<file path="src/rtl/regfile_scan_reader_pkg.sv">
// regfile_scan_reader_pkg: shared processor constants and scan-reader state encoding
package regfile_scan_reader_pkg;
    localparam int DEF_NUM_REGS = 32;
    localparam int DEF_WIDTH = 32;
    typedef enum logic [2:0] {IDLE, ADDR, CAPTURE, SEND, DONE} state_t;
endpackage

</file>
<file path="src/rtl/regfile_scan_reader.sv">
// regfile_scan_reader: walks the register bank once per start and streams each word out
module regfile_scan_reader
    import regfile_scan_reader_pkg::*;
#(
    parameter int NUM_REGS = DEF_NUM_REGS,
    parameter int WIDTH = DEF_WIDTH,
    localparam int IDX_W = $clog2(NUM_REGS)
) (
    input  logic             clk,
    input  logic             clr,
    input  logic             start,
    output logic             busy,
    output logic [IDX_W-1:0] rd_addr,
    input  logic [WIDTH-1:0] rd_data,
    output logic             out_valid,
    input  logic             out_ready,
    output logic [WIDTH-1:0] out_data,
    output logic [IDX_W-1:0] out_index,
    output logic             out_last,
    output logic             done
);
    localparam logic [IDX_W-1:0] LAST = IDX_W'(NUM_REGS - 1);
    state_t state;
    logic [IDX_W-1:0] index;
    always_ff @(posedge clk) begin
        if (clr) begin
            state <= IDLE;
            index <= '0;
            busy <= 1'b0;
            rd_addr <= '0;
            out_valid <= 1'b0;
            out_data <= '0;
            out_index <= '0;
            out_last <= 1'b0;
            done <= 1'b0;
        end else begin
            case (state)
                IDLE: if (start) begin
                    state <= ADDR;
                    index <= '0;
                    rd_addr <= '0;
                    busy <= 1'b1;
                end
                ADDR: state <= CAPTURE;
                CAPTURE: begin
                    out_data <= rd_data;
                    out_index <= index;
                    out_last <= index == LAST;
                    out_valid <= 1'b1;
                    state <= SEND;
                end
                SEND: if (out_ready) begin
                    out_valid <= 1'b0;
                    out_last <= 1'b0;
                    // the final-entry compare is what keeps index from wrapping
                    if (index == LAST) begin
                        state <= DONE;
                        done <= 1'b1;
                    end else begin
                        index <= index + 1'b1;
                        rd_addr <= index + 1'b1;
                        state <= ADDR;
                    end
                end
                DONE: begin
                    done <= 1'b0;
                    busy <= 1'b0;
                    state <= IDLE;
                end
                default: state <= IDLE;
            endcase
        end
    end
endmodule

</file>
<file path="config.mk">
export PLATFORM = sky130hd
export DESIGN_NAME = regfile_scan_reader
export DESIGN_NICKNAME = d
export VERILOG_FILES = /design/src/rtl/regfile_scan_reader_pkg.sv /design/src/rtl/regfile_scan_reader.sv
export SDC_FILE = /design/constraint.sdc
export NUM_CORES = 1
export LEC_CHECK = 0
export ABC_AREA = 0
export BUFFER_PORTS_ARGS = -buffer_cell sky130_fd_sc_hd__buf_2
export CAP_MARGIN = 15
export CORE_MARGIN = 2
export CORE_UTILIZATION = 35
export DETAILED_ROUTE_END_ITERATION = 8
export SLEW_MARGIN = 30
export SYNTH_ARGS = -nofsm -noshare
export SYNTH_HDL_FRONTEND = slang
export SYNTH_SLANG_ARGS = --single-unit
</file>
<file path="constraint.sdc">
create_clock -name clk -period 2 [get_ports clk]
set_input_delay 0.1 -clock clk [delete_from_list [all_inputs] [get_ports clk]]
set_output_delay 0.1 -clock clk [all_outputs]
set_load 0.05 [all_outputs]
</file>
==> results.rst, run 1 <==
.. list-table::
   :header-rows: 1

   * - Metric
     - Value
   * - Worst R2R Setup Slack
     - 0.17 ns
   * - Antenna violations before repair
     - 0
   * - Share of total power in sequential cells
     - 50.2%
   * - Unrepaired setup endpoints after global routing
     - false
   * - Combinational share of power
     - 19.9%
   * - Total count of hold-check failures in the final report
     - 0
   * - Startpoint kind of the worst setup timing path
     - register
   * - Worst reg2reg path endpoint
     - index[3]$_SDFFE_PP0P_
   * - Ys Warns
     - 0
   * - Category of the most critical setup path
     - reg2reg
   * - Aggregate global routing overflow
     - 0
   * - Static leakage
     - 1.08 nW
   * - Total length of routed wires
     - 4.33 mm
   * - Post-Route Hold Slack
     - 0.0321 ns
   * - Final setup vio count
     - 0
   * - Minimum period implied by the final worst setup slack
     - 1.83 ns
   * - Pin slew with the least headroom to its limit
     - 0.493 ns
   * - Post-layout nets
     - 342
   * - Hold-fix buffer count after cts
     - 0
   * - Post-CTS setup-driven buffer insertion count
     - 0
   * - Die span in x
     - 77.4 µm
   * - Status
     - finished, final reports clean
   * - Height of the die
     - 77.4 µm
   * - Most frequent cells in the layout
     - sky130_fd_sc_hd__buf_2, sky130_fd_sc_hd__nand2_1, sky130_fd_sc_hd__dfxtp_1
   * - Count of pins over their slew limit
     - 0
   * - Post-cts resize count
     - 0
   * - Power per unit of standard cell area
     - 858 nW/µm²
   * - Synthesized-area fraction occupied by adder cells
     - 1.33%
   * - Top Ports
     - 82
   * - TritonCTS Sinks
     - 49
   * - Synth Area per Inst
     - 8.34 µm²
   * - Fraction of final layout cells with drive strength greater than 1
     - 32.8%
   * - Leading cell types by total area after synthesis
     - sky130_fd_sc_hd__dfxtp_1, sky130_fd_sc_hd__nand2_1, sky130_fd_sc_hd__a21oi_1
   * - Total non-filler cell area in the finished layout
     - 2450 µm²
   * - Largest net degree at the start of global routing
     - 29
   * - Wirelength per Cell
     - 11.5 µm
   * - Initial Utilization
     - 36.7%
   * - Area grow syn2layout
     - 29.7%
   * - Simple-gate portion of the synthesized area
     - 24.4%
   * - R2r startpoint
     - index[0]$_SDFFE_PP0P_
   * - Estimated wirelength of the detail-placed design
     - 3.06 mm
   * - Cells after Synth
     - 226
   * - Element type at the critical path end
     - register
   * - Critical path arrival
     - 1.99 ns
   * - Standard cell core area
     - 5140 µm²
   * - Final ANT Viol Nets
     - 0
   * - Most common cell after layout, fill and taps aside
     - sky130_fd_sc_hd__buf_2
   * - Hold Crit Class
     - in2reg
   * - Count of state elements after synthesis
     - 49
   * - Detailed Routing Iterations Pass 1
     - 4
   * - Biggest area consumer among synthesized cells
     - sky130_fd_sc_hd__dfxtp_1
   * - Vias per inst
     - 4.67
   * - Most common flop cell mapped by yosys
     - sky130_fd_sc_hd__dfxtp_1
   * - CTS HTree Levels
     - 2
   * - CP max FO
     - 6
   * - Depth of the worst register-to-register path
     - 6
   * - Final cycle utilization of the critical path
     - 91.5%
   * - Clock buffer count from CTS
     - 5
   * - Max cap viols
     - 0
   * - Total inserted antenna cells
     - 0
   * - Synth Area in Compound Gates
     - 16.1%
   * - Number of distinct standard cells referenced by the synthesized netlist
     - 34
   * - Clk slew on worst S/H paths
     - 0.09 ns
   * - 1st-iter DRT viols
     - 43
   * - Xor-xnor portion of the synthesized cell area
     - 0%
   * - Clock latency on the worst-skew pair
     - 0.29 ns
   * - Cell-internal power
     - 1.46 mW
   * - Total Routing Usage GR
     - 14.8%
   * - Gpl congestion
     - 0.778
   * - Max Buffers Root-to-Sink
     - 2
   * - Worst relative slew slack
     - 67.1%
   * - Fin Setup TNS
     - 0 ns
   * - Remaining routing DRC violations
     - 0
   * - Final Power
     - 2.10 mW
   * - Number of flops mapped to enable cells by yosys
     - 0
   * - Number of vias after detailed routing
     - 1751
   * - Syn nets
     - 264
   * - Worst VDD drop
     - 0.325 mV
   * - Root buf cell
     - sky130_fd_sc_hd__clkbuf_8
   * - Mux cell area share after synthesis
     - 1.06%
   * - Port Buffers
     - 81
   * - Clock skew
     - 0.00273 ns
   * - CTS tree
     - done
   * - Fraction of power consumed by the clock network
     - 30.0%
   * - Main combinational cell family by area after synthesis
     - simple AND/OR/NAND/NOR gates
   * - Global-route wire length before repair
     - 7.24 mm
   * - Placed inst area
     - 2340 µm²
   * - Number of global-route vias before repair
     - 1580
   * - Net switching power
     - 0.638 mW
   * - Summed instance area of the synthesized netlist
     - 1890 µm²
   * - Fraction of synthesized cell area taken by the top area cell type
     - 52.0%
   * - Fraction of power spent switching nets
     - 30.4%
   * - Register area share after synthesis
     - 52.0%
   * - Endpoint of the worst setup timing path
     - index[3]$_SDFFE_PP0P_
   * - Row count
     - 26
   * - Required time worst endpoint
     - 2.16 ns
   * - Achievable frequency
     - 0.546 GHz
   * - Critical path startpoint
     - index[0]$_SDFFE_PP0P_
   * - Floorplan die area
     - 5990 µm²
   * - Share of async-settable or async-resettable flops after synthesis
     - 0%
final cells by class:
| cell class | count | area, µm² |
|---|---|---|
| clock buffers | 7 | 96.3 |
| inverters | 3 | 11.3 |
| repair buffers | 87 | 450 |
| well taps | 70 | 87.6 |
| flip-flops and latches | 49 | 981 |
| multi-input cells | 158 | 815 |
| clock inverters | 1 | 5.00 |
| fillers | 558 | 2690 |
metrics by stage:
step | utilization, % | setup WS, ns | instances
2_1_floorplan | - | 0.0667 | 226
3_3_place_gp | 45.6 | 0.233 | 367
3_5_place_dp | 45.6 | 0.193 | 367
4_1_cts | 47.6 | 0.162 | 375
5_1_grt | 47.6 | 0.0240 | 375
6_report | 47.6 | 0.170 | 375
power by group through the flow:
stage | clock network (mW) | registers [mW] | logic, mW
CTS | 0.654 | 1.05 | 0.423
global placement | 0 | 1.07 | 0.419
finish | 0.629 | 1.05 | 0.417
detailed placement | 0 | 1.08 | 0.422
floorplan | 0 | 1.23 | 0.157
global route | 0.695 | 1.06 | 0.454
synthesized netlist by cell type, drive strengths merged (2+ instances only):
library cell	n
nand2	79
dfxtp	49
a21oi	40
buf	11
clkbuf	5
nand2b	5
nor2	4
inv	3
nor2b	3
a221oi	2
and3	2
ha	2
mux2i	2
nand3b	2
o21ai	2
or3b	2
critical path: stages (launching register included):
cell,delay (ns)
sky130_fd_sc_hd__dfxtp_1,0.36
sky130_fd_sc_hd__ha_1,0.22
sky130_fd_sc_hd__and3_1,0.18
sky130_fd_sc_hd__ha_1,0.23
sky130_fd_sc_hd__nand4b_1,0.30
sky130_fd_sc_hd__a21oi_4,0.28
sky130_fd_sc_hd__o311ai_0,0.13
worst min-delay path by stage:
stage / from / to / cells past startpoint
finish: rd_data[28] / out_data[28]$_SDFFE_PP0P_ / 3
global placement: rd_data[25] / out_data[25]$_SDFFE_PP0P_ / 3
detailed placement: rd_data[26] / out_data[26]$_SDFFE_PP0P_ / 3
global route: rd_data[28] / out_data[28]$_SDFFE_PP0P_ / 3
CTS: rd_data[26] / out_data[26]$_SDFFE_PP0P_ / 3
floorplan: out_ready / state[1]$_SDFFE_PP0P_ / 1
metal layers:
metal	wire length, µm	up-vias	global-route usage (%)	part of all wire [%]
met1	2030	783	19.7	47
met5	0	-	0	0
met3	271	7	3.02	6.3
met2	1960	55	23.2	45
met4	65	0	6.43	1.5
li1	-	906	-	-
logic make-up after synthesis:
family / after synthesis
AOI/OAI and AO/OA: 51
muxes: 2
DFF: 49
buffers and inverters: 19
and+or+nand+nor: 103
adders and majority gates: 2
flip-flops by register name, summed over array words and instances, names as in the netlist:
name	count
busy	1
done	1
index	5
out_data	32
out_index	5
out_last	1
out_valid	1
state	3
Note: power is estimated with default switching activity, not from simulation.
==> run 2, diff against run 1 <==
--- a/config.mk
+++ b/config.mk
@@ -12,4 +12,5 @@
 export CORE_UTILIZATION = 35
 export DETAILED_ROUTE_END_ITERATION = 8
+export SKIP_CTS_REPAIR_TIMING = 1
 export SLEW_MARGIN = 30
 export SYNTH_ARGS = -nofsm -noshare
==> constraint.sdc (replaced) <==
create_clock -name clk -period 2 [get_ports clk]
set_input_delay 0.4 -clock clk [delete_from_list [all_inputs] [get_ports clk]]
set_output_delay 0.4 -clock clk [all_outputs]
set_load 0.05 [all_outputs]
==> run 2 against run 1 <==
Compared with the run above:
- flip-flop and latch count did not move
- critical path depth did not move
- final area up 0.41%
- global-route usage shrank 0.40 points
- highest routed layer unchanged
- die area unchanged
- power decreased by 1.5%
- via count is 0.34% lower
- wire length grew 0.44%
- critical endpoint is now index[4]$_SDFFE_PP0P_
- clock-buffer cell count shrank 1
- clock skew increased by 0.0031 ns
==> results.rst, run 2 (synthesis results as in run 1) <==
.. list-table::
   :header-rows: 1

   * - Metric
     - Value
   * - Status
     - finished, final reports clean
   * - Top reg by flops
     - out_data
   * - Post-Route Utilization
     - 47.8% (+0.19 points)
   * - Max Buffers Root-to-Sink
     - 2 (unchanged)
   * - Total Routing Usage GR
     - 14.4% (-0.40 points)
   * - Row count
     - 26 (unchanged)
   * - Achievable frequency
     - 0.557 GHz (+1.9%)
   * - Registers with the most flip-flops
     - out_data: 32 flops, index: 5 flops, out_index: 5 flops
   * - Total length of routed wires
     - 4.35 mm (+0.44%)
   * - Filler Cells Inserted
     - 568 (+1.8%)
   * - Number of vias after detailed routing
     - 1745 (-0.34%)
   * - Worst VDD drop
     - 0.403 mV (+24%)
   * - 1st-iter DRT viols
     - 46 (+7.0%)
   * - Final ANT Viol Nets
     - 0 (unchanged)
   * - Category of the most critical setup path
     - reg2reg
   * - Startpoint kind of the worst setup timing path
     - register
   * - Port Buffers
     - 81 (unchanged)
   * - CP max FO
     - 5 (-1)
   * - Detailed Routing Iterations Pass 1
     - 4 (unchanged)
   * - Clock latency on the worst-skew pair
     - 0.29 ns (about the same)
   * - Global-route wire length before repair
     - 6.98 mm (-3.5%)
   * - Cells on Worst Hold Path
     - 3 (unchanged)
   * - Initial Utilization
     - 36.7% (unchanged)
   * - Estimated wirelength of the detail-placed design
     - 3.05 mm (-0.25%)
   * - Fraction of final layout cells with drive strength greater than 1
     - 33.2% (+0.44 points)
   * - Post-Route Hold Slack
     - 0.332 ns (+0.300 ns)
   * - Clk slew on worst S/H paths
     - 0.09 ns (about the same)
   * - Die span in x
     - 77.4 µm (unchanged)
   * - Final Non-Filler Cells
     - 377 (+0.53%)
   * - Total inserted antenna cells
     - 0 (unchanged)
   * - Required time worst endpoint
     - 2.22 ns (+0.06 ns)
   * - Hold Crit Class
     - in2reg
   * - Standard cell core area
     - 5140 µm² (unchanged)
   * - Worst relative slew slack
     - 67.8% (+0.72 points)
   * - Top Ports
     - 82 (unchanged)
   * - Clock skew
     - 0.00582 ns (+0.00308 ns)
   * - Depth of the worst register-to-register path
     - 6 (unchanged)
   * - Root buf cell
     - sky130_fd_sc_hd__clkbuf_8
   * - Vias per inst
     - 4.63 (-0.87%)
   * - Most common cell after layout, fill and taps aside
     - sky130_fd_sc_hd__buf_2
   * - Area grow syn2layout
     - 30.3%
   * - Number of global-route vias before repair
     - 1510 (-4.4%)
   * - Minimum period implied by the final worst setup slack
     - 1.80 ns (-0.0339 ns)
   * - Pin slew with the least headroom to its limit
     - 0.482 ns (-0.0115 ns)
   * - Static leakage
     - 1.09 nW (+0.69%)
   * - Most frequent cells in the layout
     - sky130_fd_sc_hd__buf_2, sky130_fd_sc_hd__nand2_1, sky130_fd_sc_hd__dfxtp_1
   * - Number of cells after detailed placement
     - 369 (+0.54%)
   * - Fin Setup TNS
     - 0 ns (unchanged)
   * - Count of pins over their slew limit
     - 0 (unchanged)
   * - Clock buffer count from CTS
     - 5 (unchanged)
   * - Floorplan die area
     - 5990 µm² (unchanged)
   * - Unrepaired setup endpoints after global routing
     - false
   * - CTS HTree Levels
     - 2 (unchanged)
   * - Total count of hold-check failures in the final report
     - 0 (unchanged)
   * - Antenna violations before repair
     - 0 (unchanged)
   * - Final cycle utilization of the critical path
     - 89.8% (-1.7 points)
   * - Number of flip-flops under the largest register name
     - 32 (unchanged)
   * - Max cap viols
     - 0 (unchanged)
   * - Wirelength per Cell
     - 11.5 µm (about the same)
   * - Aggregate global routing overflow
     - 0 (unchanged)
   * - TritonCTS Sinks
     - 49 (unchanged)
   * - Remaining routing DRC violations
     - 0 (unchanged)
   * - Height of the die
     - 77.4 µm (unchanged)
   * - Gpl congestion
     - 0.829 (+6.6%)
   * - Final setup vio count
     - 0 (unchanged)
   * - Post-layout nets
     - 344 (+0.58%)
   * - Power per unit of standard cell area
     - 842 nW/µm² (-1.9%)
   * - Largest net degree at the start of global routing
     - 30 (+3.4%)
   * - CTS tree
     - done
   * - Element type at the critical path end
     - register
   * - Critical path arrival
     - 2.02 ns (+0.03 ns)
==> run 2: final cells by class <==
| cell class | count | area (µm²) | area share [%] |
|---|---|---|---|
| well taps | 70 | 87.6 | 3.57 |
| clock buffers | 6 | 82.6 | 3.36 |
| flip-flops and latches | 49 | 981 | 39.9 |
| repair buffers | 89 | 465 | 19.0 |
| multi-input cells | 158 | 815 | 33.2 |
| inverters | 3 | 11.3 | 0.458 |
| clock inverters | 2 | 13.8 | 0.560 |
==> run 2: power by group <==
group          internal, mW  total, mW  leakage, nW  switching, mW
Combinational         0.122      0.412        0.640          0.290
Sequential             1.02       1.06        0.398         0.0321
Clock                 0.281      0.599       0.0512          0.318
Total                  1.43       2.07         1.09          0.640
==> run 2: worst max-delay path, stage by stage, from the launching register on <==
cell                       delay (ns)
sky130_fd_sc_hd__dfxtp_1         0.32
sky130_fd_sc_hd__ha_1            0.21
sky130_fd_sc_hd__and3_1          0.19
sky130_fd_sc_hd__ha_1            0.23
sky130_fd_sc_hd__nand4b_1        0.28
sky130_fd_sc_hd__a21oi_4         0.27
sky130_fd_sc_hd__mux2i_1         0.22
==> run 2: stage by stage <==
stage	power (mW)	cell area [µm²]	setup slack, ns
3_5_place_dp	1.50	2360	0.213
2_1_floorplan	1.38	1890	0.0667
3_3_place_gp	1.49	2360	0.291
5_1_grt	2.19	2460	0.126
4_1_cts	2.11	2460	0.191
6_report	2.07	2460	0.204
==> run 2: path summary, 6_finish.rpt <==
kind,from,to,slack [ns]
max,index[0]$_SDFFE_PP0P_,index[4]$_SDFFE_PP0P_,0.20
max reg2reg,index[0]$_SDFFE_PP0P_,index[4]$_SDFFE_PP0P_,0.20
min,rd_data[22],out_data[22]$_SDFFE_PP0P_,0.33
min reg2reg,out_data[19]$_SDFFE_PP0P_,out_data[19]$_SDFFE_PP0P_,0.45
==> run 2: layer usage <==
layer	track usage, %	routed length [µm]	vias up	part of all wire (%)
met3	3.14	281	5	6.5
met2	23.1	1950	57	45
met5	0	0	-	0
li1	-	-	906	-
met1	18.8	2050	777	47
met4	5.89	55	0	1.3
